`config.mk`:
```
export PLATFORM = sky130hd
export DESIGN_NAME = display_controller
export DESIGN_NICKNAME = d
export VERILOG_FILES = /design/src/rtl/display_controller.sv
export SDC_FILE = /design/constraint.sdc
export NUM_CORES = 1
export LEC_CHECK = 0
export BUFFER_PORTS_ARGS = -buffer_cell sky130_fd_sc_hd__buf_4
export CAP_MARGIN = 20
export CORE_MARGIN = 3
export CORE_UTILIZATION = 62
export CTS_BUF_LIST = sky130_fd_sc_hd__clkbuf_8
export DETAILED_ROUTE_END_ITERATION = 7
export GPL_TIMING_DRIVEN = 0
export HOLD_SLACK_MARGIN = 0.06
export PLACE_DENSITY = 0.8
export SLEW_MARGIN = 20
export SYNTH_ARGS = -nofsm -noshare
export SYNTH_HDL_FRONTEND = slang
export SYNTH_SLANG_ARGS = --single-unit
```
`constraint.sdc`:
```
create_clock -name clock -period 3.6 [get_ports clock]
set_clock_uncertainty 0.15 [all_clocks]
set_input_delay 0.36 -clock clock [delete_from_list [all_inputs] [get_ports clock]]
set_output_delay 0.36 -clock clock [all_outputs]
set_load 0.05 [all_outputs]
```
`src/rtl/display_controller.sv`:
```
// display_controller: converts a 32-bit word to eight active-low seven-segment
// digits with a sequential double-dabble (shift-and-add-3) engine.
// Optional build macro SIGNED_DISPLAY_EN: treat value as two's complement,
// show the sign on hex7 and the magnitude on hex6..hex0.
module display_controller #(
    parameter int BLANK_LEADING = 1
) (
    input  logic        clock,
    input  logic        reset,
    input  logic [31:0] value,
    output logic        busy,
    output logic [6:0]  hex0,
    output logic [6:0]  hex1,
    output logic [6:0]  hex2,
    output logic [6:0]  hex3,
    output logic [6:0]  hex4,
    output logic [6:0]  hex5,
    output logic [6:0]  hex6,
    output logic [6:0]  hex7
);

    localparam logic [6:0] SEG_DASH  = 7'b0111111;
    localparam logic [6:0] SEG_BLANK = 7'b1111111;

    typedef enum logic [1:0] {IDLE, CONVERT, UPDATE} state_t;

    state_t       state_reg, state_next;
    logic [31:0]  last_value_reg;
    logic [31:0]  shift_reg;
    logic [39:0]  bcd_reg;
    logic [5:0]   count_reg;
    logic         pending_reg;
    logic         busy_reg;
    logic [55:0]  result_reg;
    logic [55:0]  hex_reg;

    logic         capture, step, finish, load;
    logic [31:0]  magnitude;
    logic [39:0]  bcd_adj;
    logic [7:0]   digit_zero;
    logic [8:0]   upper_zero;
    logic [55:0]  digit_pattern;
    logic [55:0]  pattern;
    logic         overflow;

`ifdef SIGNED_DISPLAY_EN
    logic         negative_reg;
    assign magnitude = value[31] ? (~value + 32'd1) : value;
    // hex7 is reserved for the sign, so only seven magnitude digits fit
    assign overflow  = |bcd_reg[39:28];
`else
    assign magnitude = value;
    assign overflow  = |bcd_reg[39:32];
`endif

    function automatic logic [6:0] seg7(input logic [3:0] d);
        logic [6:0] s;
        case (d)
            4'd0:    s = 7'b1000000;
            4'd1:    s = 7'b1111001;
            4'd2:    s = 7'b0100100;
            4'd3:    s = 7'b0110000;
            4'd4:    s = 7'b0011001;
            4'd5:    s = 7'b0010010;
            4'd6:    s = 7'b0000010;
            4'd7:    s = 7'b1111000;
            4'd8:    s = 7'b0000000;
            4'd9:    s = 7'b0010000;
            default: s = SEG_BLANK;
        endcase
        return s;
    endfunction

    // add-3 correction on every BCD nibble that is 5 or more, ahead of the shift
    genvar gi;
    generate
        for (gi = 0; gi < 10; gi++) begin : g_adj
            assign bcd_adj[gi*4 +: 4] = (bcd_reg[gi*4 +: 4] >= 4'd5) ?
                                        bcd_reg[gi*4 +: 4] + 4'd3 : bcd_reg[gi*4 +: 4];
        end
    endgenerate

    // per-digit encoding; upper_zero[i] means digits i..7 are all zero
    assign upper_zero[8] = 1'b1;
    generate
        for (gi = 0; gi < 8; gi++) begin : g_digit
            assign digit_zero[gi] = (bcd_reg[gi*4 +: 4] == 4'd0);
            assign upper_zero[gi] = digit_zero[gi] & upper_zero[gi+1];
            if (gi == 0) begin : g_units
                assign digit_pattern[6:0] = seg7(bcd_reg[3:0]);
            end else begin : g_upper
                assign digit_pattern[gi*7 +: 7] =
                    ((BLANK_LEADING != 0) && upper_zero[gi]) ? SEG_BLANK
                                                              : seg7(bcd_reg[gi*4 +: 4]);
            end
        end
    endgenerate

    // final display image: sign and overflow override the plain digits
    always_comb begin
        pattern = digit_pattern;
`ifdef SIGNED_DISPLAY_EN
        if (negative_reg) pattern[55:49] = SEG_DASH;
`endif
        if (overflow) pattern = {8{SEG_DASH}};
    end

    // state register
    always_ff @(posedge clock) begin
        if (reset) state_reg <= IDLE;
        else       state_reg <= state_next;
    end

    // next-state and datapath strobes; CONVERT spends 32 shift cycles plus one
    // cycle registering the encoded image so UPDATE is a plain register load
    always_comb begin
        state_next = state_reg;
        capture    = 1'b0;
        step       = 1'b0;
        finish     = 1'b0;
        load       = 1'b0;
        case (state_reg)
            IDLE: begin
                if (pending_reg || (value != last_value_reg)) begin
                    capture    = 1'b1;
                    state_next = CONVERT;
                end
            end
            CONVERT: begin
                if (count_reg != 6'd32) begin
                    step = 1'b1;
                end else begin
                    finish     = 1'b1;
                    state_next = UPDATE;
                end
            end
            UPDATE: begin
                load       = 1'b1;
                state_next = IDLE;
            end
            default: state_next = IDLE;
        endcase
    end

    // datapath: capture, shift-and-add-3, encode, display load
    always_ff @(posedge clock) begin
        if (reset) begin
            last_value_reg <= 32'd0;
            shift_reg      <= 32'd0;
            bcd_reg        <= 40'd0;
            count_reg      <= 6'd0;
            pending_reg    <= 1'b1;
            busy_reg       <= 1'b0;
            result_reg     <= {8{SEG_BLANK}};
            hex_reg        <= {8{SEG_BLANK}};
`ifdef SIGNED_DISPLAY_EN
            negative_reg   <= 1'b0;
`endif
        end else begin
            if (capture) begin
                last_value_reg <= value;
                shift_reg      <= magnitude;
                bcd_reg        <= 40'd0;
                count_reg      <= 6'd0;
                pending_reg    <= 1'b0;
                busy_reg       <= 1'b1;
`ifdef SIGNED_DISPLAY_EN
                negative_reg   <= value[31];
`endif
            end
            if (step) begin
                {bcd_reg, shift_reg} <= {bcd_adj[38:0], shift_reg, 1'b0};
                count_reg            <= count_reg + 6'd1;
            end
            if (finish) result_reg <= pattern;
            if (load) begin
                hex_reg  <= result_reg;
                busy_reg <= 1'b0;
            end
        end
    end

    assign busy = busy_reg;
    assign hex0 = hex_reg[6:0];
    assign hex1 = hex_reg[13:7];
    assign hex2 = hex_reg[20:14];
    assign hex3 = hex_reg[27:21];
    assign hex4 = hex_reg[34:28];
    assign hex5 = hex_reg[41:35];
    assign hex6 = hex_reg[48:42];
    assign hex7 = hex_reg[55:49];

endmodule

```
== Word-level counts from Yosys, hierarchy flattened ==
Memory sizes are Yosys's and may differ from the RTL's. A register that Yosys moved wholly into a read port is not among the register bits.
Index checks and enable logic that the tools add are counted.

* Flip-flop bits (word level): 226
* Word-level logic and storage cells: 115
* Output and inout bits: 57
* Bits of input ports: 34
* Memories kept: 8
* Memory bits (read-only): 896

* Eq/ne operators: 6
* Reductions and logical operators: 14
* Muxes and demuxes: 50
* Bitwise operators: 6
* $add $sub $neg: 11
* Magnitude comparators: 10

{| class="wikitable"
|+ Memory list
! name !! depth !! width !! read ports !! clocked after memory_dff !! write ports !! line !! RTL
|-
| (no name shown) || 16 || 7 || 1 || 1 || 0 || 58 || <nowiki>case (d)</nowiki>
|-
| (no name shown) || 16 || 7 || 1 || 1 || 0 || 58 ||
|-
| (no name shown) || 16 || 7 || 1 || 1 || 0 || 58 ||
|-
| (no name shown) || 16 || 7 || 1 || 1 || 0 || 58 ||
|-
| (no name shown) || 16 || 7 || 1 || 1 || 0 || 58 ||
|-
| (no name shown) || 16 || 7 || 1 || 1 || 0 || 58 ||
|-
| +2 memories || - || - || - || - || - || - ||
|}

{| class="wikitable"
|+ Operators with widths
! operator !! count
|-
| 4-bit two-way mux || 25
|-
| 40-bit two-way mux || 2
|-
| 32-bit two-way mux || 2
|-
| 56-bit two-way mux || 1
|-
| 7-bit two-way mux || 7
|-
| 4-bit by 3-bit greater-or-equal comparator with 1-bit output (second input constant) || 10
|-
| 4-bit by 2-bit adder with 4-bit output (second input constant) || 9
|-
| 32-bit != test || 1
|-
| 4-bit zero test || 7
|-
| 6-bit two-way mux || 2
|-
| 8-bit OR reduction || 1
|-
| 1-bit two-way mux || 7
|-
| 6-bit by 1-bit adder with 6-bit output (second input constant) || 1
|-
| 1-bit bitwise AND || 6
|-
| 6-bit != test (second input constant) || 1
|-
| 2-bit two-way mux || 2
|-
| 2-bit != test (second input constant) || 2
|-
| 2-bit case mux with 2 select lines || 1
|-
| 2-bit OR reduction || 2
|-
| 3-bit by 2-bit adder with 3-bit output (second input constant) || 1
|-
| 3-bit two-way mux || 1
|-
| 2-bit by 1-bit equality test with 1-bit output (second input constant) || 1
|-
| 2-bit equality test (second input constant) || 1
|-
| 2-bit zero test || 1
|-
| 3 further kinds || 3
|}

== Longest topological paths before layout ==
Gate-level depths: netlist of run 1.

* Word-level depth: 9
* Depth in mapped cells: 16
* Gate-level depth less buffers: 13

== Worst setup path before layout of run 1 ==
Ideal clock, no wire load.

* Path type: input-to-reg
* From: in value[26]
* To: reg with a tool-made name
* Buffers on the path: 3
* Setup slack: 559 ps
* Stages: 13
* Arrival: 2,772 ps
* Data required time: 3,330 ps
* Setup time: 120 ps
* Cells stage by stage: xor2_1 nor4_1 nand4_1 o31ai_2 buf_4 buf_4 buf_2 nand3_1 a21oi_1 inv_1 ha_1 o2bb2ai_1 a211o_1

{| class="wikitable"
|+ RTL lines
! element !! line !! RTL
|-
| from (decl) || 10 || <nowiki>input logic [31:0] value,</nowiki>
|}

==> results of run 1 <==
cell usage in the layout, fill, tap and decap left out, drive strengths merged, types with 6 or more instances in the layout:
| master | n |
|---|---|
| a211oi | 11 |
| a21o | 16 |
| a21oi | 102 |
| a311oi | 6 |
| a31o | 12 |
| a31oi | 57 |
| buf | 117 |
| clkbuf | 115 |
| dfxtp | 282 |
| dlygate4sd3 | 32 |
| ha | 69 |
| inv | 60 |
| mux2i | 58 |
| nand2 | 291 |
| nand2b | 16 |
| nand3 | 22 |
| nor2 | 112 |
| nor2b | 9 |
| nor3 | 18 |
| nor3b | 13 |
| nor4 | 9 |
| o21ai | 57 |
| o22ai | 43 |
| o31ai | 9 |
| xnor2 | 16 |
| xor2 | 33 |
final cells by class:
class | count | area [um^2]
sequential | 282 | 5650
multi-input combinational | 1034 | 6360
timing repair buffer | 127 | 1030
tap | 265 | 332
clock inverter | 20 | 85.1
buffer | 84 | 382
fill | 1426 | 4850
inverter | 46 | 173
clock buffer | 53 | 729
power by group:
part	internal (uW)	switching, uW
clock network	1320	1200
registers	3180	36.5
logic	146	299
total	4650	1540
per-stage QoR:
stage | instances | total power, uW | utilization | hold slack (ns) | setup WS [ns]
finish | 1911 | 6180 | 0.752 | 0.226 | 0.0948
global route | 1911 | 6380 | 0.752 | 0.273 | 0.00992
CTS | 1906 | 6180 | 0.747 | 0.211 | 0.0135
detailed placement | 1802 | 3670 | 0.688 | 0.276 | -0.305
global placement | 1802 | 3660 | 0.688 | 0.269 | -0.243
floorplan | 1447 | 3500 | - | 0.268 | 0.559
per-layer routing:
| metal | wire length (um) | global-route usage | share of wire | up-vias |
|---|---|---|---|---|
| met1 | 13300 | 0.363 | 0.40 | 5211 |
| met5 | 0 | 0 | 0 | - |
| met4 | 1360 | 0.143 | 0.041 | 0 |
| met3 | 2810 | 0.0521 | 0.084 | 98 |
| met2 | 15900 | 0.513 | 0.48 | 497 |
| li1 | - | - | - | 5335 |
logic make-up (layout without fill, tap and decap cells):
group           Yosys count  count (layout)  synth area share
compound gates          346             346             0.175
xor+xnor                 49              49            0.0344
fa+ha+maj                69              69            0.0693
buf+inv                 131             330            0.0427
flops                   282             282             0.453
mux                      59              59            0.0475
simple gates            511             511             0.178
path summary, 6_finish.rpt:
| kind | start | end | slack (ns) |
|---|---|---|---|
| setup / recovery | count_reg[0] | register | 0.09 |
| hold / removal | reset | register | 0.23 |
| setup reg to reg | count_reg[0] | register | 0.09 |
| hold reg to reg | register | result_reg[54] | 0.29 |
worst register-to-register path: cells and delay by family, from the launching register on:
family                     cells  cell delay, ns
and+or+nand+nor                5            1.04
buffers and inverters          4            0.93
AOI/OAI and AO/OA              3            0.57
adders and majority gates      2            0.38
DFF                            1            0.34
cells in the mapped netlist, types with 3 or more instances:
cell type,n,area [um^2]
buf_2,13,65.1
o21ai_1,6,30.0
xor2_1,33,289
o31ai_2,3,37.5
a21boi_0,5,37.5
xnor2_1,16,140
a211oi_1,11,82.6
a2bb2oi_1,3,26.3
nand2b_1,16,100
mux2i_1,58,581
ha_1,69,863
or2b_1,3,22.5
a21oi_1,101,505
inv_1,46,173
a22oi_1,4,30.0
or3_1,3,18.8
nand4_1,4,25.0
dfxtp_1,282,5650
nand3_1,21,105
nor4_1,9,56.3
buf_1,10,37.5
and2_1,4,25.0
a31oi_1,53,332
nor2_1,110,413
a31oi_2,4,50.1
o21ai_0,50,250
nor2b_1,9,56.3
o31ai_1,6,45.0
a21o_1,16,120
nor3b_1,12,90.1
a31o_2,11,96.3
o22ai_1,43,269
a221o_1,4,40.0
clkbuf_1,57,214
a311oi_1,6,52.6
nor3_1,17,85.1
o31a_1,5,43.8
nand2_1,291,1090
timing repair:
| action | 4_1_cts | 5_1_grt |
|---|---|---|
| pin swaps | 0 | 5 |
| buffers inserted | 0 | 5 |
| gates resized for setup | 8 | 19 |
| hold endpoints to repair | 64 | 0 |
| hold buffers | 32 | 0 |
| setup endpoints to repair | 36 | 26 |
==> metrics.cfg, run 1 <==
[outcome]
status = complete, no violations

[synthesis]
synth-seq-cells = 282
synth_cell_type_count = 63
synthFlopType = dfxtp_1
async_flop_share = 0
synth.cell_area_um2 = 12500
ys_warn_count = 0
syn_nets = 1550
syn_avg_cell_area_um2 = 8.61
yosysSeqAreaShare = 0.453
syn-instance-count = 1447
synth_edf_count = 0

[die]
fp.dieW_um = 148
io_pins = 91
rows = 51
core-area_um2 = 19600
fp.dieH_um = 148
die_area_um2 = 21800
start_util = 0.636

[worst_setup_path]
critPathRequiredTime_ns = 3.88
crit_path_top_delay_cell = clkbuf_2
end_kind = register
path_cells = inv_1 -> ha_1 -> nor2b_1 -> nand3_1 -> nand2_1 -> clkbuf_2 -> clkbuf_2 -> a31oi_1 -> nor2_1 -> inv_1 -> ha_1 -> nor2_1 -> a211oi_1 -> a311oi_1
critical_path_buf_inv_count = 4
reg2reg_depth = 14
critical_path.max_stage_delay_ns = 0.37
critical_path.max_fanout = 10
cp_top_family = simple AND/OR/NAND/NOR gates
crit_cells = 14
crit_arrival_ns = 3.79
path_class = reg -> reg
start_kind = register

[final_layout]
drive_gt1_frac = 0.134
nets = 1722
diodes = 0
fin_area_um2 = 14700
synthToLayoutAreaGrowth_pct = 18.2

[power_and_ir_drop]
total_leakage_power_uw = 0.00583
power_density_nw_per_um2 = 420
vdd_drop_max_mv = 0.324

[clock_network]
h-tree-depth = 2
clkTransAtPathRegs_ns = 0.07
cts_sinks = 282
insertion_delay_ns = 0.56
cts_tree = yes
cts-buffers-inserted = 44
root_buffer = clkbuf_8
cts_buffer_depth = 3

[global_routing]
grt_usage = 0.298
grt_pass1_wl_um = 53300
overflow = 0
antenna_found_initial = 0
grt_pass1_vias = 10841
grt_max_degree = 20

[timing]
tightestPinTransition_ns = 0.893
finalSetupViolations = 0
slew_headroom = 0.405
rsz0062_at_grt = false
finalCritPeriodShare = 0.974
period_needed_ns = 3.51
slew_viol_final = 0
fmax_ghz = 0.285
final-hold-violation-count = 0
fin_setup_tns_ns = 0

[routing]
drc = 0
viasPerCell = 5.83
drtIter0Drc = 940
dr.pass1.iters = 7
ant_nets = 0
post_drt_wl_per_cell_um = 17.4
vias = 11141
totalWireLength_um = 33300

[placed_design]
dp_hpwl_um = 22800
gp_congestion = 0.959
portBuffers = 90
place_area_um2 = 13500

[min_path]
holdPathStages = 5
hold_path.class = in -> reg

[job]
maxCapViolCount = 0

Note: power is estimated with default switching activity, not from simulation.
==> inputs of run 2 (changes only) <==
--- a/config.mk
+++ b/config.mk
@@ -5,15 +5,16 @@
 export SDC_FILE = /design/constraint.sdc
 export NUM_CORES = 1
 export LEC_CHECK = 0
+export ABC_AREA = 1
 export BUFFER_PORTS_ARGS = -buffer_cell sky130_fd_sc_hd__buf_4
 export CAP_MARGIN = 20
 export CORE_MARGIN = 3
-export CORE_UTILIZATION = 62
+export CORE_UTILIZATION = 63
 export CTS_BUF_LIST = sky130_fd_sc_hd__clkbuf_8
 export DETAILED_ROUTE_END_ITERATION = 7
 export GPL_TIMING_DRIVEN = 0
 export HOLD_SLACK_MARGIN = 0.06
-export PLACE_DENSITY = 0.8
+export PLACE_DENSITY = 0.81
 export SLEW_MARGIN = 20
 export SYNTH_ARGS = -nofsm -noshare
 export SYNTH_HDL_FRONTEND = slang
==> metrics.cfg, run 2 <==
[worst_setup_path]
critPathRequiredTime_ns = 3.88
crit_cells = 10
crit_path_frequent_cell = clkbuf_1
reg2reg_depth = 11
critical_path_buf_inv_count = 5
start_kind = primary input
cp_top_family = buffers and inverters
critical_path.max_stage_delay_ns = 0.66
path_cells = clkbuf_1 -> inv_1 -> clkbuf_1 -> clkbuf_1 -> clkbuf_1 -> nand2_1 -> ha_1 -> nand3b_1 -> nand3_1 -> nand2_1
crit_arrival_ns = 3.57
critical_path.max_fanout = 10
crit_path_top_delay_cell = clkbuf_1
path_class = in -> reg
end_kind = register

[synthesis]
synthAdderAreaFrac = 0.0684
synthMostInstantiatedCell = nand2_1
synth-seq-cells = 282
synthMuxAreaShare = 0
synthTopCellsByArea = dfxtp_1 (45%), nand2_1 (15%), ha_1 (6.8%), nand3_1 (6.6%), inv_1 (4.8%)
synth.cell_area_um2 = 12600
synth_xor_area_frac = 0.0104
yosys.area.top_type = dfxtp_1
ys_warn_count = 0
synthFlopType = dfxtp_1
syn-instance-count = 1695
synthTopCellsByCount = nand2_1 (520), dfxtp_1 (282), nand3_1 (166)
synth_top_family_by_area = simple AND/OR/NAND/NOR gates
synth_edf_count = 0
yosys.area_share.simple = 0.282
syn_nets = 1798
synth_cell_type_count = 37
synth_top_area_share = 0.447
async_flop_share = 0
yosysSeqAreaShare = 0.447
syn_avg_cell_area_um2 = 7.45
synth_compound_area_frac = 0.114

[final_layout]
diodes = 0
final_common_cell = nand2_1
synthToLayoutAreaGrowth_pct = 18.0
fillerInstances = 1488
fin_area_um2 = 14900
final_cell_mix = nand2_1 (520), dfxtp_1 (282), inv_1 (179), nand3_1 (166), buf_4 (99)
nets = 1966
drive_gt1_frac = 0.117
final_util = 0.761

[global_routing]
grt_usage = 0.289
antenna_found_initial = 0
grt_pass1_wl_um = 52400
overflow = 0
grt_max_degree = 12
grt_pass1_vias = 10788

[clock_network]
insertion_delay_ns = 0.56
cts_buffer_depth = 3
holdBufCountCts = 32
post_cts_buffers = 0
cts_tree = yes
cts_resized = 0
root_buffer = clkbuf_8
cts_sinks = 282
clkTransAtPathRegs_ns = 0.06
cts-buffers-inserted = 45
h-tree-depth = 2

[routing]
ant_nets = 0
viasPerCell = 5.37
drc = 0
drtIter0Drc = 1009
post_drt_wl_per_cell_um = 14.8
met3WireLength_um = 2460
vias = 11623
totalWireLength_um = 32000
wl_met2_um = 14100
drt-met1-wl_um = 14500
dr.pass1.iters = 8
routed.top_layer = met4

[timing]
period_needed_ns = 3.29
finalSetupViolations = 0
tightestPinTransition_ns = 0.800
rsz0062_at_grt = false
slew_viol_final = 0
slew_headroom = 0.467
finalCritPeriodShare = 0.913
fmax_ghz = 0.304
fin_setup_tns_ns = 0
final-hold-violation-count = 0

[power_and_ir_drop]
total_leakage_power_uw = 0.00728
power_density_nw_per_um2 = 434
vdd_drop_max_mv = 0.283

[min_path]
holdPathStages = 1
hold_path.class = reg -> reg

[placed_design]
gp_congestion = 0.928
portBuffers = 89
dp_hpwl_um = 22200
place_area_um2 = 13600

[die]
io_pins = 91
start_util = 0.645
die_area_um2 = 21800
rows = 51
fp.dieW_um = 148
core-area_um2 = 19600
fp.dieH_um = 148

[outcome]
status = complete, no violations

[job]
maxCapViolCount = 0

## run 2: changes by cell type in the layout (fill, tap and decap cells not counted), sizes merged, moves of 41 or more
| cell | before | now |
|---|---|---|
| nand2 | 291 | 536 |
| mux2i | 58 | 0 |
| inv | 60 | 187 |
| o21ai | 57 | 98 |
| nor2 | 112 | 56 |
| nand3 | 22 | 171 |
## run 2: path summary, 6_finish.rpt
kind / startpoint / to / slack [ns]
worst max-delay path: reset / register / 0.31
worst min-delay path: digit_pattern[6] / result_reg[6] / 0.30
worst max register to register: bcd_reg[32] / result_reg[35] / 0.44
worst min register to register: digit_pattern[6] / result_reg[6] / 0.30
## run 2: kinds of logic after synthesis
| family | Yosys count |
|---|---|
| flops | 282 |
| compound gates | 260 |
| fa+ha+maj | 69 |
| xor+xnor | 15 |
| simple gates | 821 |
| buf+inv | 248 |
## run 2: layer usage
layer | vias to the layer above | GRT usage
met1 | 5323 | 0.412
met4 | 0 | 0.0951
met3 | 74 | 0.0481
met5 | - | 0
met2 | 395 | 0.452
li1 | 5831 | -
## run 2: per-stage QoR
stage	hold WS, ns	std cells	power, uW	setup slack (ns)
floorplan	0.270	1695	3520	1.17
finish	0.296	2163	6470	0.314
global route	0.316	2163	6670	0.109
CTS	0.299	2163	6480	0.431
global placement	0.279	2049	3650	-0.198
detailed placement	0.283	2049	3660	-0.137
## run 2: report_power, final
group	internal (uW)	total [uW]	switching (uW)
logic	145	418	273
registers	3180	3220	35.4
clock network	1610	2830	1230
total	4930	6470	1540
## run 2: final cells by class
class | instances | area [um^2] | area share
clock inverters | 23 | 146 | 0.00982
flip-flops and latches | 282 | 5650 | 0.379
multi-input cells | 1165 | 5990 | 0.402
plain buffers | 77 | 350 | 0.0235
clock buffers | 59 | 812 | 0.0545
inverters | 171 | 643 | 0.0431
well taps | 265 | 332 | 0.0222
repair buffers | 121 | 988 | 0.0663
